### src/rtl/dcache_pkg.sv
// dcache_pkg: shared types, line geometry and address-field helpers for the
// direct-mapped data cache.
//   state_t      - cache controller states
//   LINE_WORDS   - 32-bit words per line
//   LINE_BITS    - bits per line
//   addr_offset  - word offset within a line (addr[3:2])
//   addr_index   - set index, for an index width of idx bits
//   addr_tag     - tag above the index, for an index width of idx bits
package dcache_pkg;

    typedef enum logic [1:0] {
        ST_IDLE      = 2'd0,
        ST_COMPARE   = 2'd1,
        ST_WRITEBACK = 2'd2,
        ST_ALLOCATE  = 2'd3
    } state_t;

    localparam int LINE_WORDS = 4;
    localparam int WORD_BITS  = 32;
    localparam int LINE_BITS  = LINE_WORDS * WORD_BITS;

    function automatic logic [1:0] addr_offset(input logic [31:0] a);
        return a[3:2];
    endfunction

    // Callers size-cast the result down to the index width.
    function automatic logic [31:0] addr_index(input logic [31:0] a, input int idx);
        return (a >> 4) & ((32'd1 << idx) - 32'd1);
    endfunction

    // Callers size-cast the result down to the tag width.
    function automatic logic [31:0] addr_tag(input logic [31:0] a, input int idx);
        return a >> (4 + idx);
    endfunction

endpackage

### src/rtl/dcache_array.sv
// dcache_array: tag / valid / dirty / data storage for the data cache.
// One index port serves both the asynchronous read and all writes, because the
// controller only ever touches the set of the request it is working on.
//   clk, reset          - clock, asynchronous active-high reset (clears valid/dirty)
//   index               - set being read / written
//   rd_valid/dirty/tag  - state of the selected set
//   rd_line             - data of the selected set, word 0 in bits [31:0]
//   word_we/off/data    - store one word and mark the line dirty
//   fill_we/tag/line    - replace the whole line: valid=1, dirty=0, new tag
//   clean_we            - clear dirty after a completed write-back
module dcache_array
    import dcache_pkg::*;
#(
    parameter int NUM_SETS = 16,
    parameter int IDX      = 4,
    parameter int TAG_W    = 28
) (
    input  logic                 clk,
    input  logic                 reset,
    input  logic [IDX-1:0]       index,
    output logic                 rd_valid,
    output logic                 rd_dirty,
    output logic [TAG_W-1:0]     rd_tag,
    output logic [LINE_BITS-1:0] rd_line,
    input  logic                 word_we,
    input  logic [1:0]           word_off,
    input  logic [31:0]          word_data,
    input  logic                 fill_we,
    input  logic [TAG_W-1:0]     fill_tag,
    input  logic [LINE_BITS-1:0] fill_line,
    input  logic                 clean_we
);

    logic [NUM_SETS-1:0] valid_reg;
    logic [NUM_SETS-1:0] dirty_reg;
    logic [TAG_W-1:0]    tag_mem [NUM_SETS];

    always_ff @(posedge clk or posedge reset) begin
        if (reset) begin
            valid_reg <= '0;
            dirty_reg <= '0;
        end else if (fill_we) begin
            valid_reg[index] <= 1'b1;
            dirty_reg[index] <= 1'b0;
        end else if (word_we) begin
            dirty_reg[index] <= 1'b1;
        end else if (clean_we) begin
            dirty_reg[index] <= 1'b0;
        end
    end

    // Tag and data contents are meaningless while valid is clear, so they
    // carry no reset and can map onto plain RAM.
    always_ff @(posedge clk) begin
        if (fill_we) begin
            tag_mem[index] <= fill_tag;
        end
    end

    // One RAM per word lane so a store touches exactly one word.
    for (genvar gi = 0; gi < LINE_WORDS; gi++) begin : g_word
        logic [WORD_BITS-1:0] word_mem [NUM_SETS];

        always_ff @(posedge clk) begin
            if (fill_we) begin
                word_mem[index] <= fill_line[gi*WORD_BITS +: WORD_BITS];
            end else if (word_we && word_off == 2'(gi)) begin
                word_mem[index] <= word_data;
            end
        end

        assign rd_line[gi*WORD_BITS +: WORD_BITS] = word_mem[index];
    end

    assign rd_valid = valid_reg[index];
    assign rd_dirty = dirty_reg[index];
    assign rd_tag   = tag_mem[index];

endmodule

### src/rtl/data_cache.sv
// data_cache: direct-mapped, write-back, write-allocate data cache.
// Core side uses a ready/valid handshake; memory side moves 128-bit lines with
// a level-held request and a one-cycle ack.
//   clk, reset                  - clock, asynchronous active-high reset
//   is_input_valid, addr, mem_read, mem_write, din - core request
//   is_ready                    - cache idle and able to accept a request
//   is_output_valid, dout, is_hit - completion pulse, load data, first-compare hit
//   mem_req, mem_we, mem_addr, mem_wdata - line transaction to memory
//   mem_ack, mem_rdata          - transaction done, fill data
//   num_hits, num_misses        - first-compare hit/miss counters
module data_cache
    import dcache_pkg::*;
#(
    parameter int NUM_SETS = 16
) (
    input  logic                 clk,
    input  logic                 reset,
    input  logic                 is_input_valid,
    input  logic [31:0]          addr,
    input  logic                 mem_read,
    input  logic                 mem_write,
    input  logic [31:0]          din,
    output logic                 is_ready,
    output logic                 is_output_valid,
    output logic [31:0]          dout,
    output logic                 is_hit,
    output logic                 mem_req,
    output logic                 mem_we,
    output logic [31:0]          mem_addr,
    output logic [LINE_BITS-1:0] mem_wdata,
    input  logic                 mem_ack,
    input  logic [LINE_BITS-1:0] mem_rdata,
    output logic [31:0]          num_hits,
    output logic [31:0]          num_misses
);

    localparam int IDX   = $clog2(NUM_SETS);
    localparam int TAG_W = 28 - IDX;

    state_t state_reg, state_next;

    logic [31:0] req_addr_reg;
    logic [31:0] req_din_reg;
    logic        req_store_reg;
    logic        first_reg;        // next compare is the request's first
    logic        out_valid_reg;
    logic        hit_reg;
    logic [31:0] dout_reg;
    logic [31:0] num_hits_reg;
    logic [31:0] num_misses_reg;

    logic [IDX-1:0]       req_index;
    logic [TAG_W-1:0]     req_tag;
    logic [1:0]           req_off;
    logic                 rd_valid, rd_dirty;
    logic [TAG_W-1:0]     rd_tag;
    logic [LINE_BITS-1:0] rd_line;
    logic                 tag_hit;
    logic                 word_we, fill_we, clean_we, cmp_done, accept;

    assign req_index = IDX'(addr_index(req_addr_reg, IDX));
    assign req_tag   = TAG_W'(addr_tag(req_addr_reg, IDX));
    assign req_off   = addr_offset(req_addr_reg);
    assign tag_hit   = rd_valid && (rd_tag == req_tag);

    dcache_array #(
        .NUM_SETS (NUM_SETS),
        .IDX      (IDX),
        .TAG_W    (TAG_W)
    ) u_array (
        .clk       (clk),
        .reset     (reset),
        .index     (req_index),
        .rd_valid  (rd_valid),
        .rd_dirty  (rd_dirty),
        .rd_tag    (rd_tag),
        .rd_line   (rd_line),
        .word_we   (word_we),
        .word_off  (req_off),
        .word_data (req_din_reg),
        .fill_we   (fill_we),
        .fill_tag  (req_tag),
        .fill_line (mem_rdata),
        .clean_we  (clean_we)
    );

    // Memory-port outputs are decoded from state so that an asynchronous
    // reset drops mem_req immediately.
    always_comb begin
        state_next = state_reg;
        is_ready   = 1'b0;
        accept     = 1'b0;
        cmp_done   = 1'b0;
        word_we    = 1'b0;
        fill_we    = 1'b0;
        clean_we   = 1'b0;
        mem_req    = 1'b0;
        mem_we     = 1'b0;
        mem_addr   = '0;
        mem_wdata  = '0;
        case (state_reg)
            ST_IDLE: begin
                is_ready = 1'b1;
                if (is_input_valid) begin
                    accept     = 1'b1;
                    state_next = ST_COMPARE;
                end
            end
            ST_COMPARE: begin
                if (tag_hit) begin
                    cmp_done   = 1'b1;
                    word_we    = req_store_reg;
                    state_next = ST_IDLE;
                end else if (rd_valid && rd_dirty) begin
                    state_next = ST_WRITEBACK;
                end else begin
                    state_next = ST_ALLOCATE;
                end
            end
            ST_WRITEBACK: begin
                mem_req   = 1'b1;
                mem_we    = 1'b1;
                mem_addr  = {rd_tag, req_index, 4'b0};
                mem_wdata = rd_line;
                if (mem_ack) begin
                    clean_we   = 1'b1;
                    state_next = ST_ALLOCATE;
                end
            end
            ST_ALLOCATE: begin
                mem_req  = 1'b1;
                mem_addr = {req_tag, req_index, 4'b0};
                if (mem_ack) begin
                    fill_we    = 1'b1;
                    state_next = ST_COMPARE;
                end
            end
            default: state_next = ST_IDLE;
        endcase
    end

    always_ff @(posedge clk or posedge reset) begin
        if (reset) begin
            state_reg <= ST_IDLE;
        end else begin
            state_reg <= state_next;
        end
    end

    always_ff @(posedge clk or posedge reset) begin
        if (reset) begin
            req_addr_reg   <= '0;
            req_din_reg    <= '0;
            req_store_reg  <= 1'b0;
            first_reg      <= 1'b0;
            out_valid_reg  <= 1'b0;
            hit_reg        <= 1'b0;
            dout_reg       <= '0;
            num_hits_reg   <= '0;
            num_misses_reg <= '0;
        end else begin
            out_valid_reg <= cmp_done;
            hit_reg       <= cmp_done && first_reg;
            if (accept) begin
                req_addr_reg  <= addr;
                req_din_reg   <= din;
                req_store_reg <= mem_write;   // store wins; neither = load
                first_reg     <= 1'b1;
            end
            if (state_reg == ST_COMPARE) begin
                first_reg <= 1'b0;
                if (first_reg) begin
                    if (tag_hit) begin
                        num_hits_reg <= num_hits_reg + 32'd1;
                    end else begin
                        num_misses_reg <= num_misses_reg + 32'd1;
                    end
                end
            end
            if (cmp_done && !req_store_reg) begin
                dout_reg <= rd_line[{req_off, 5'b0} +: WORD_BITS];
            end
        end
    end

    assign is_output_valid = out_valid_reg;
    assign is_hit          = hit_reg;
    assign dout            = dout_reg;
    assign num_hits        = num_hits_reg;
    assign num_misses      = num_misses_reg;

endmodule

### config.mk
export PLATFORM = sky130hd
export DESIGN_NAME = data_cache
export DESIGN_NICKNAME = d
export VERILOG_FILES = /design/src/rtl/dcache_pkg.sv /design/src/rtl/dcache_array.sv /design/src/rtl/data_cache.sv
export SDC_FILE = /design/constraint.sdc
export NUM_CORES = 2
export LEC_CHECK = 0
export BUFFER_PORTS_ARGS = -buffer_cell sky130_fd_sc_hd__buf_2
export CAP_MARGIN = 5
export CELL_PAD_IN_SITES_DETAIL_PLACEMENT = 1
export CELL_PAD_IN_SITES_GLOBAL_PLACEMENT = 1
export CORE_MARGIN = 2
export CORE_UTILIZATION = 40
export DETAILED_ROUTE_END_ITERATION = 7
export PLACE_DENSITY = 0.59
export SLEW_MARGIN = 0
export SYNTH_ARGS = -nofsm -noshare
export SYNTH_HDL_FRONTEND = slang
export SYNTH_SLANG_ARGS = --single-unit
### constraint.sdc
create_clock -name clk -period 14 [get_ports clk]
set_clock_uncertainty 0.2 [all_clocks]
set_input_delay 2.1 -clock clk [delete_from_list [all_inputs] [get_ports clk]]
set_output_delay 2.1 -clock clk [all_outputs]
set_load 0.1 [all_outputs]
==> results.sh <==
export IMPL_layout_drive_gt1_share_pct=37.2
export IMPL_drv_cap=0
export IMPL_cts_inserted_buffers=290
export IMPL_wire_per_inst_um=36.6
export IMPL_cts_setup_buffers=0
export IMPL_clk_latency_ns=0.90
export IMPL_crit_required_ns=11.70
export IMPL_cts_num_sinks=2628
export IMPL_fillers=23552
export IMPL_setup_viol=0
export IMPL_synth_cell_area_sq_um=104000
export IMPL_fmaxAchievable_mhz=116
export IMPL_critPathCaptureType="output pin"
export IMPL_synth_flop_cell="edfxtp_1"
export IMPL_finalHoldViolations=0
export IMPL_grt_pass1_wl_um=450000
export IMPL_crit_type="reg -> out"
export IMPL_cp_arrival_ns=6.35
export IMPL_setup_tns_ns=0
export IMPL_cts_root_buf="clkbuf_16"
export IMPL_drt_iter0_drc=6032
export IMPL_drc=0
export IMPL_postRouteWirelength_um=330000
export IMPL_core_area_sq_um=259000
export IMPL_synth_edf_count=2432
export IMPL_die_x_um=514
export IMPL_top_register="u_array.g_word.word_mem"
export IMPL_place_gp_congestion=0.782
export IMPL_grt_max_degree=132
export IMPL_clk_pin_slew_ns=0.06
export IMPL_grt_use_total_pct=24.8
export IMPL_grt_pass1_vias=54759
export IMPL_utilization_pct=46.4
export IMPL_critPathMaxFanout=104
export IMPL_post_cts_resized=0
export IMPL_rsz0062_at_grt="false"
export IMPL_die_area_sq_um=264000
export IMPL_whs_ns=0.264
export IMPL_ys_ff_latch=2628
export IMPL_cts_max_level=5
export IMPL_vias=53083
export IMPL_ioPinCount=459
export IMPL_routed_via_density=5.88
export IMPL_gr_total_overflow=0
export IMPL_min_path_type="reg -> reg"
export IMPL_drtPass1Iterations=6
export IMPL_port_buffers=451
export IMPL_syn_to_final_growth_pct=15.6
export IMPL_core_rowCount=187
export IMPL_antenna_found_initial=66
export IMPL_yosys_warnings=0
export IMPL_die_height_um=514
export IMPL_largest_register_ffs=2048
export IMPL_largestRegisters="u_array.g_word.word_mem x2048, u_array.tag_mem x384"
export IMPL_fin_crit_ns=8.65
export IMPL_place_hpwl_um=192000
export IMPL_peakVddDrop_mv=0.208
export IMPL_layoutNonFillerInstCount=9029
export IMPL_power_leakage_nw=39.7
export IMPL_report_final_slew_viol_count=0
export IMPL_yosysUniqueCellTypes=68
export IMPL_worstMarginPinSlew_ns=1.26
export IMPL_final_period_utilization_pct=61.8
export IMPL_start_util_pct=40.2
export IMPL_ant_nets=0
export IMPL_async_flop_share_pct=7.46
export IMPL_syn_inst=4723
export IMPL_syn_mean_instance_area_sq_um=22.0
export IMPL_powerDensity_nw_per_um2=213
export IMPL_dp_cells=8455
export IMPL_cts_tree="done"
export IMPL_nNetsFinal=5549
export IMPL_holdBufCountCts=0
export IMPL_synth_seq_area_share_pct=74.9
export IMPL_cts_buffer_depth=4
export IMPL_status="finished clean"
export IMPL_worstSetupStartpointType="flip-flop"
export IMPL_timing_slew_headroom_pct=15.9
==> cells in the final DEF (no fill, tap or decap), types with 62 or more instances in the layout <==
cell	count
and2_1	138
dfrtp_1	190
diode_2	62
clkbuf_1	75
edfxtp_1	2432
nand2_1	82
buf_2	451
nor2_4	81
mux4_2	758
mux2_2	221
buf_4	126
mux2i_1	79
clkbuf_16	295
==> critical path: stages (launching register included) <==
cell     delay [ns]
dfrtp_4        1.04
buf_12         0.66
buf_4          0.83
buf_4          0.86
mux4_2         0.62
mux4_2         0.74
and2_1         0.27
buf_2          0.29
==> Yosys cell counts, drive strengths merged (30+ instances only) <==
library cell	n	area share, %
buf	100	0.54
edfxtp	2432	70
o21ai	52	0.25
nand3	31	0.15
xor2	58	0.49
mux4	758	16
clkbuf	157	0.57
nand2	84	0.30
dfrtp	196	4.7
mux2i	79	0.76
nor2	121	0.44
nor3	35	0.18
inv	30	0.11
and2	138	0.83
mux2	233	2.5
==> cell type report <==
cell class              count  area [sq um]  share of cell area [%]
diodes                     62           155                   0.129
clock inverters           137          1220                    1.01
well taps                3402          4260                    3.54
inverters                  31           124                   0.103
repair buffers            584          3340                    2.78
multi-input cells        1810         25600                    21.3
clock buffers             375          7730                    6.42
flip-flops and latches   2628         78000                    64.8
==> worst paths after layout <==
check	from	endpoint	slack (ns)	cells past startpoint
worst max-delay path	req_addr_reg[4]$_DFFE_PP0P_	mem_wdata[75]	5.35	7
worst min-delay path	u_array.valid_reg[6]$_DFFE_PP0P_	u_array.valid_reg[6]$_DFFE_PP0P_	0.26	1
worst max register to register	req_addr_reg[7]$_DFFE_PP0P_	u_array.g_word[0].word_mem[8][20]$_DFFE_PP_	5.97	13
worst min register to register	u_array.valid_reg[6]$_DFFE_PP0P_	u_array.valid_reg[6]$_DFFE_PP0P_	0.26	1
max in group asynchronous	reset	req_addr_reg[3]$_DFFE_PP0P_	10.12	4
min in group asynchronous	reset	num_misses[21]$_DFFE_PP0P_	1.21	2
==> through the flow <==
stage	setup slack [ns]	total power, mW	instance area (sq um)
after floorplan	6.36	14.8	104000
final	5.35	25.6	120000
after detailed placement	5.94	18.5	111000
after CTS	5.04	25.8	120000
after global routing	4.80	26.3	120000
after global placement	5.92	18.4	111000
==> cell families (layout without fill, tap and decap cells) <==
group                      count (synthesis)  after routing  share of synthesized area [%]
AOI/OAI and AO/OA                        148            148                          0.990
muxes                                   1070           1070                           19.7
other                                      1             66                        0.00360
DFF                                     2628           2628                           74.9
xor gates and xnor gates                  83             83                          0.698
adders and majority gates                  6              6                         0.0721
buffers and inverters                    288           1127                           1.22
and+or+nand+nor                          499            499                           2.49
==> power by group <==
| part | internal, mW | total (mW) | switching, mW | leakage [nW] |
|---|---|---|---|---|
| Clock | 4.24 | 7.36 | 3.12 | 4.36 |
| Sequential | 9.10 | 9.84 | 0.737 | 24.5 |
| Combinational | 2.99 | 8.39 | 5.41 | 10.9 |
==> layer usage <==
metal | wire (um) | GRT usage (%) | vias to the layer above
met5 | 129 | 0 | -
met4 | 12500 | 9.46 | 20
met3 | 24900 | 4.30 | 449
met2 | 161000 | 40.2 | 2280
met1 | 132000 | 33.4 | 29305
li1 | - | - | 21029
No activity file was read; power rests on OpenSTA's default activity.
